==> config.mk <==
export PLATFORM = sky130hd
export DESIGN_NAME = wb_stage
export DESIGN_NICKNAME = d
export VERILOG_FILES = /design/src/rtl/wb_stage.sv
export SDC_FILE = /design/constraint.sdc
export NUM_CORES = 2
export LEC_CHECK = 0
export ABC_AREA = 0
export CORE_AREA = 4 4 501 503
export CTS_BUF_LIST = sky130_fd_sc_hd__clkbuf_16
export CTS_CLUSTER_DIAMETER = 80
export CTS_CLUSTER_SIZE = 40
export DETAILED_ROUTE_END_ITERATION = 16
export DIE_AREA = 0 0 505 507
export GPL_TIMING_DRIVEN = 0
export PLACE_DENSITY = 0.42
export SYNTH_ARGS = -nofsm -noshare
export SYNTH_HDL_FRONTEND = slang
export SYNTH_SLANG_ARGS = --single-unit
==> constraint.sdc <==
create_clock -name clk -period 4.16 [get_ports clk]
set_input_delay 0.832 -clock clk [delete_from_list [all_inputs] [get_ports clk]]
set_output_delay 0.832 -clock clk [all_outputs]
set_load 0.02 [all_outputs]
==> src/rtl/wb_stage.sv <==
// Write-back stage: decodes the retiring instruction, forms the register write
// (sub-word load extraction, link address), owns the GRF and a retire counter.
module wb_stage #(
    parameter logic [31:0] LINK_OFFSET = 32'd8,
    parameter int unsigned CNT_W       = 32
) (
    input  logic             clk,
    input  logic             reset,
    input  logic [31:0]      W_Instr,
    input  logic [31:0]      W_pc,
    input  logic [31:0]      W_C,
    input  logic [31:0]      W_RD,
    input  logic [31:0]      W_EXTout,
    input  logic [4:0]       A1,
    input  logic [4:0]       A2,
    output logic [31:0]      RD1,
    output logic [31:0]      RD2,
    output logic             W_WE,
    output logic [4:0]       W_A3,
    output logic [31:0]      W_WD,
    output logic [CNT_W-1:0] retire_cnt
);

    localparam logic [5:0] OP_RTYPE = 6'h00;
    localparam logic [5:0] OP_JAL   = 6'h03;
    localparam logic [5:0] OP_ORI   = 6'h0D;
    localparam logic [5:0] OP_LUI   = 6'h0F;
    localparam logic [5:0] OP_LB    = 6'h20;
    localparam logic [5:0] OP_LH    = 6'h21;
    localparam logic [5:0] OP_LW    = 6'h23;
    localparam logic [5:0] OP_LBU   = 6'h24;
    localparam logic [5:0] OP_LHU   = 6'h25;
    localparam logic [5:0] FN_JALR  = 6'h09;
    localparam logic [5:0] FN_ADDU  = 6'h21;
    localparam logic [5:0] FN_SUBU  = 6'h23;

    logic [5:0]  op;
    logic [5:0]  funct;
    logic [4:0]  rt;
    logic [4:0]  rd;
    logic [31:0] link_addr;
    logic [7:0]  lane [4];
    logic [7:0]  byte_sel;
    logic [15:0] half_sel;
    logic        dec_write;
    logic [4:0]  dec_a3;
    logic [31:0] dec_wd;
    logic        unused_bits;

    logic [31:0]      grf_reg [32];
    logic [CNT_W-1:0] cnt_reg;

    assign op          = W_Instr[31:26];
    assign funct       = W_Instr[5:0];
    assign rt          = W_Instr[20:16];
    assign rd          = W_Instr[15:11];
    assign link_addr   = W_pc + LINK_OFFSET;
    assign unused_bits = ^{W_Instr[25:21], W_Instr[10:6]};

    // Little-endian byte lanes of the loaded word
    for (genvar gi = 0; gi < 4; gi++) begin : g_lane
        assign lane[gi] = W_RD[8*gi +: 8];
    end

    assign byte_sel = lane[W_C[1:0]];
    assign half_sel = W_C[1] ? W_RD[31:16] : W_RD[15:0];

    always_comb begin
        dec_write = 1'b0;
        dec_a3    = 5'd0;
        dec_wd    = 32'd0;
        case (op)
            OP_RTYPE: begin
                if (funct == FN_ADDU || funct == FN_SUBU) begin
                    dec_write = 1'b1;
                    dec_a3    = rd;
                    dec_wd    = W_C;
                end else if (funct == FN_JALR) begin
                    dec_write = 1'b1;
                    dec_a3    = rd;
                    dec_wd    = link_addr;
                end
            end
            OP_ORI: begin
                dec_write = 1'b1;
                dec_a3    = rt;
                dec_wd    = W_C;
            end
            OP_LUI: begin
                dec_write = 1'b1;
                dec_a3    = rt;
                dec_wd    = W_EXTout;
            end
            OP_LW: begin
                dec_write = 1'b1;
                dec_a3    = rt;
                dec_wd    = W_RD;
            end
            OP_LB, OP_LBU: begin
                dec_write = 1'b1;
                dec_a3    = rt;
                dec_wd    = {{24{(op == OP_LB) & byte_sel[7]}}, byte_sel};
            end
            OP_LH, OP_LHU: begin
                dec_write = 1'b1;
                dec_a3    = rt;
                dec_wd    = {{16{(op == OP_LH) & half_sel[15]}}, half_sel};
            end
            OP_JAL: begin
                dec_write = 1'b1;
                dec_a3    = 5'd31;
                dec_wd    = link_addr;
            end
            default: begin
                dec_write = 1'b0;
            end
        endcase
    end

    // $0 destinations are suppressed but the computed data stays visible
    assign W_WE = dec_write && (dec_a3 != 5'd0);
    assign W_A3 = W_WE ? dec_a3 : 5'd0;
    assign W_WD = dec_wd;

    always_ff @(posedge clk or negedge reset) begin
        if (!reset) begin
            for (int i = 0; i < 32; i++) begin
                grf_reg[i] <= 32'd0;
            end
        end else if (W_WE) begin
            grf_reg[W_A3] <= W_WD;
        end
    end

    always_ff @(posedge clk or negedge reset) begin
        if (!reset) begin
            cnt_reg <= '0;
        end else if (W_Instr != 32'd0) begin
            cnt_reg <= cnt_reg + CNT_W'(1);
        end
    end

    assign retire_cnt = cnt_reg;

    always_comb begin
        if (W_WE && (W_A3 == A1) && (A1 != 5'd0)) begin
            RD1 = W_WD;
        end else if (A1 == 5'd0) begin
            RD1 = 32'd0;
        end else begin
            RD1 = grf_reg[A1];
        end
    end

    always_comb begin
        if (W_WE && (W_A3 == A2) && (A2 != 5'd0)) begin
            RD2 = W_WD;
        end else if (A2 == 5'd0) begin
            RD2 = 32'd0;
        end else begin
            RD2 = grf_reg[A2];
        end
    end

endmodule

==> flow_summary.json <==
{
  "status": "finished, violations left",
  "failed_checks": "max-capacitance violations, max-slew violations, negative setup slack",
  "mostFrequentLayoutCell": "dfrtp_1",
  "r2r_cells": 7,
  "fin_crit_ps": 4630,
  "power.density_nw_per_um2": 364,
  "cap_violations": 1,
  "drive_gt1_frac": 0.287,
  "clk-insertion-delay-late_ps": 700,
  "synth_fp_nets": 5028,
  "yosys-top-cells-area": "dfrtp_1 47%, mux4_2 26%, a21oi_1 5.7%",
  "fmax_ghz": 0.216,
  "firstDrtPassIters": 6,
  "ys_ff_latch": 1056,
  "rsz0062_at_grt": "true",
  "nFillCells": 25300,
  "cts_inserted_buffers": 70,
  "grt_max_degree": 172,
  "yosysWarningCount": 0,
  "holdPathEnd": "retire_cnt[31]",
  "pin_count": 306,
  "hold_depth": 1,
  "slew_viol_final": 11,
  "yosysTopAreaCell": "dfrtp_1",
  "drc": 0,
  "wl_mm": 261,
  "multiInputGateArea_sq_um": 29600,
  "ir_drop_v": 0.000281,
  "viasPerCell": 5.25,
  "clkTransAtPathRegs_ps": 80,
  "via_count": 45600,
  "fin_tns_setup_ps": -17990,
  "synth_edf_count": 0,
  "utilization": 0.291,
  "cp_max_fo": 10,
  "place_hpwl_mm": 199,
  "regArea_sq_um": 26400,
  "final_nets": 5570,
  "tritoncts": "done",
  "core_sq_um": 246000,
  "cts_buffer_depth": 3,
  "synthArstFlopShare": 1.00,
  "cts.sinks": 1056,
  "critPathRequiredTime_ps": 3330,
  "fp.dieH_um": 507,
  "worst_slack_ps": -467,
  "largest_register_ffs": 1024,
  "crit_type": "in -> out",
  "r2r-end": "retire_cnt[26]",
  "grt_pass1_wl_mm": 366,
  "total_power_mw": 26.0,
  "htree_levels": 3,
  "die_w_um": 505,
  "antenna_found_initial": 16,
  "gp_congestion": 0.962,
  "hold_violations": 0,
  "relSlewSlack": -0.0179,
  "timing.rr.start": "retire_cnt[10]",
  "start_util": 0.229,
  "ant_nets": 0,
  "worstHoldStart": "retire_cnt[31]",
  "power_leakage_nw": 29.3,
  "wire_per_inst_um": 30.1,
  "drtIter0Drc": 4931,
  "setup_viol": 64,
  "synth_top_area_share": 0.469,
  "r2r_setup_slack_ps": 1450,
  "crit_arrival_ps": 3790,
  "synth.avg_cell_area_sq_um": 11.6,
  "finalCritPeriodShare": 1.11,
  "netlist_area_sq_um": 56400,
  "cts-root-buf": "clkbuf_16",
  "worstHoldPathType": "reg -> reg",
  "grt_usage": 0.199,
  "start_kind": "input pin",
  "yosysSeqAreaShare": 0.469,
  "grt-ovfl-total": 0,
  "synth_cell_types": 64,
  "synth_top_flop_cell": "dfrtp_1",
  "worst_slew_pin_slew_ps": 1520,
  "syn-instance-count": 4854,
  "die_area_sq_um": 256000,
  "grt_pass1_vias": 46500,
  "rows": 182,
  "syn_to_final_growth_pct": 26.7,
  "finClkSkew_ps": 12.2,
  "layout_common_cells": "1056 x dfrtp_1, 699 x nor2_1, 643 x a21oi_1",
  "end_kind": "output pin",
  "io_buffers": 298
}
[worst max-delay path: stages]
cell and delay (ps):
clkdlybuf4s50_1 800, clkbuf_2 480, clkbuf_2 400, clkbuf_2 400
a221oi_2 130, a211oi_4 520, buf_6 200
[synth_stat cells, types with 4 or more instances]
master	instances
inv_1	37
nor4_2	4
a221oi_1	37
nor3_4	5
o31ai_1	32
a211oi_1	5
inv_2	5
a221oi_2	9
o21ai_0	371
nand3_1	29
xor2_1	21
and4_1	5
o21ai_1	17
o211a_1	7
a21oi_1	646
mux4_2	641
a211oi_2	37
nor3_1	8
a222oi_1	11
nor3_2	8
buf_2	71
mux2i_1	41
buf_1	69
nand4_1	21
nand2_1	395
nor4_1	7
nor2_1	711
dfrtp_1	1056
nor2b_1	35
and3_1	17
a221o_1	20
xnor2_1	45
clkbuf_1	379
buf_6	4
[cell type report]
cell class                      count  area share
Antenna cell                        8    0.000280
Buffer                            517      0.0478
Clock buffer                       71      0.0249
Clock inverter                     53      0.0102
Inverter                           42     0.00287
Multi-Input combinational cell   3232       0.414
Sequential cell                  1056       0.370
Tap cell                         3220      0.0564
Timing Repair Buffer              477      0.0735
[metal layers]
metal,global-route usage,vias to the layer above,routed length (um)
met5,0,-,106
met4,0.0958,2,13900
li1,-,18900,-
met1,0.266,24300,109000
met3,0.0332,397,18500
met2,0.314,1949,120000
[cells by family after synthesis]
group / Yosys count / share of synthesized area
adder cells (fa/ha/maj): 2 / 0.000444
buffers and inverters: 566 / 0.0398
flip-flops: 1056 / 0.469
AO/OA/AOI/OAI: 1208 / 0.123
XOR/XNOR: 66 / 0.0102
AND/OR/NAND/NOR: 1271 / 0.0940
multiplexers: 685 / 0.264
[power by group]
| group | switching, mW | internal [mW] | leakage (nW) | total (mW) |
|---|---|---|---|---|
| combinational | 3.00 | 2.73 | 13.7 | 5.74 |
| clock | 4.49 | 3.71 | 1.22 | 8.20 |
| sequential | 0.795 | 11.3 | 14.3 | 12.1 |
| total | 8.29 | 17.7 | 29.3 | 26.0 |
[what timing repair did]
| action | in CTS | in global routing |
|---|---|---|
| hold buffers | 1 | 0 |
| pin swaps | 109 | 61 |
| gates resized for setup | 1480 | 125 |
| gates cloned | 9 | 2 |
| endpoints found under the hold margin | 17 | 0 |
| setup endpoints to repair | 494 | 87 |
| setup buffers | 133 | 26 |
[worst max path at each step]
| stage | endpoint | start | depth (start not counted) | slack (ps) |
|---|---|---|---|---|
| after floorplan | RD1[10] | W_Instr[5] | 10 | -10 |
| after global placement | grf_reg[647] | reset | 1 | -48330 |
| after detailed placement | RD1[15] | W_Instr[28] | 11 | -3190 |
| after CTS | RD2[14] | W_Instr[29] | 16 | -480 |
| after global routing | RD2[14] | W_Instr[31] | 15 | -420 |
| final | RD2[15] | A2[4] | 7 | -470 |
[per-stage QoR]
step	hold slack [ps]	cells	area (sq um)	setup WS [ps]
2_1_floorplan	441	4854	56400	-10.2
3_3_place_gp	454	8372	63400	-48330
3_5_place_dp	461	8388	63800	-3190
4_1_cts	477	8650	71000	-477
5_1_grt	494	8672	71400	-419
6_report	474	8676	71500	-467
Note: power is estimated with default switching activity, not from simulation.
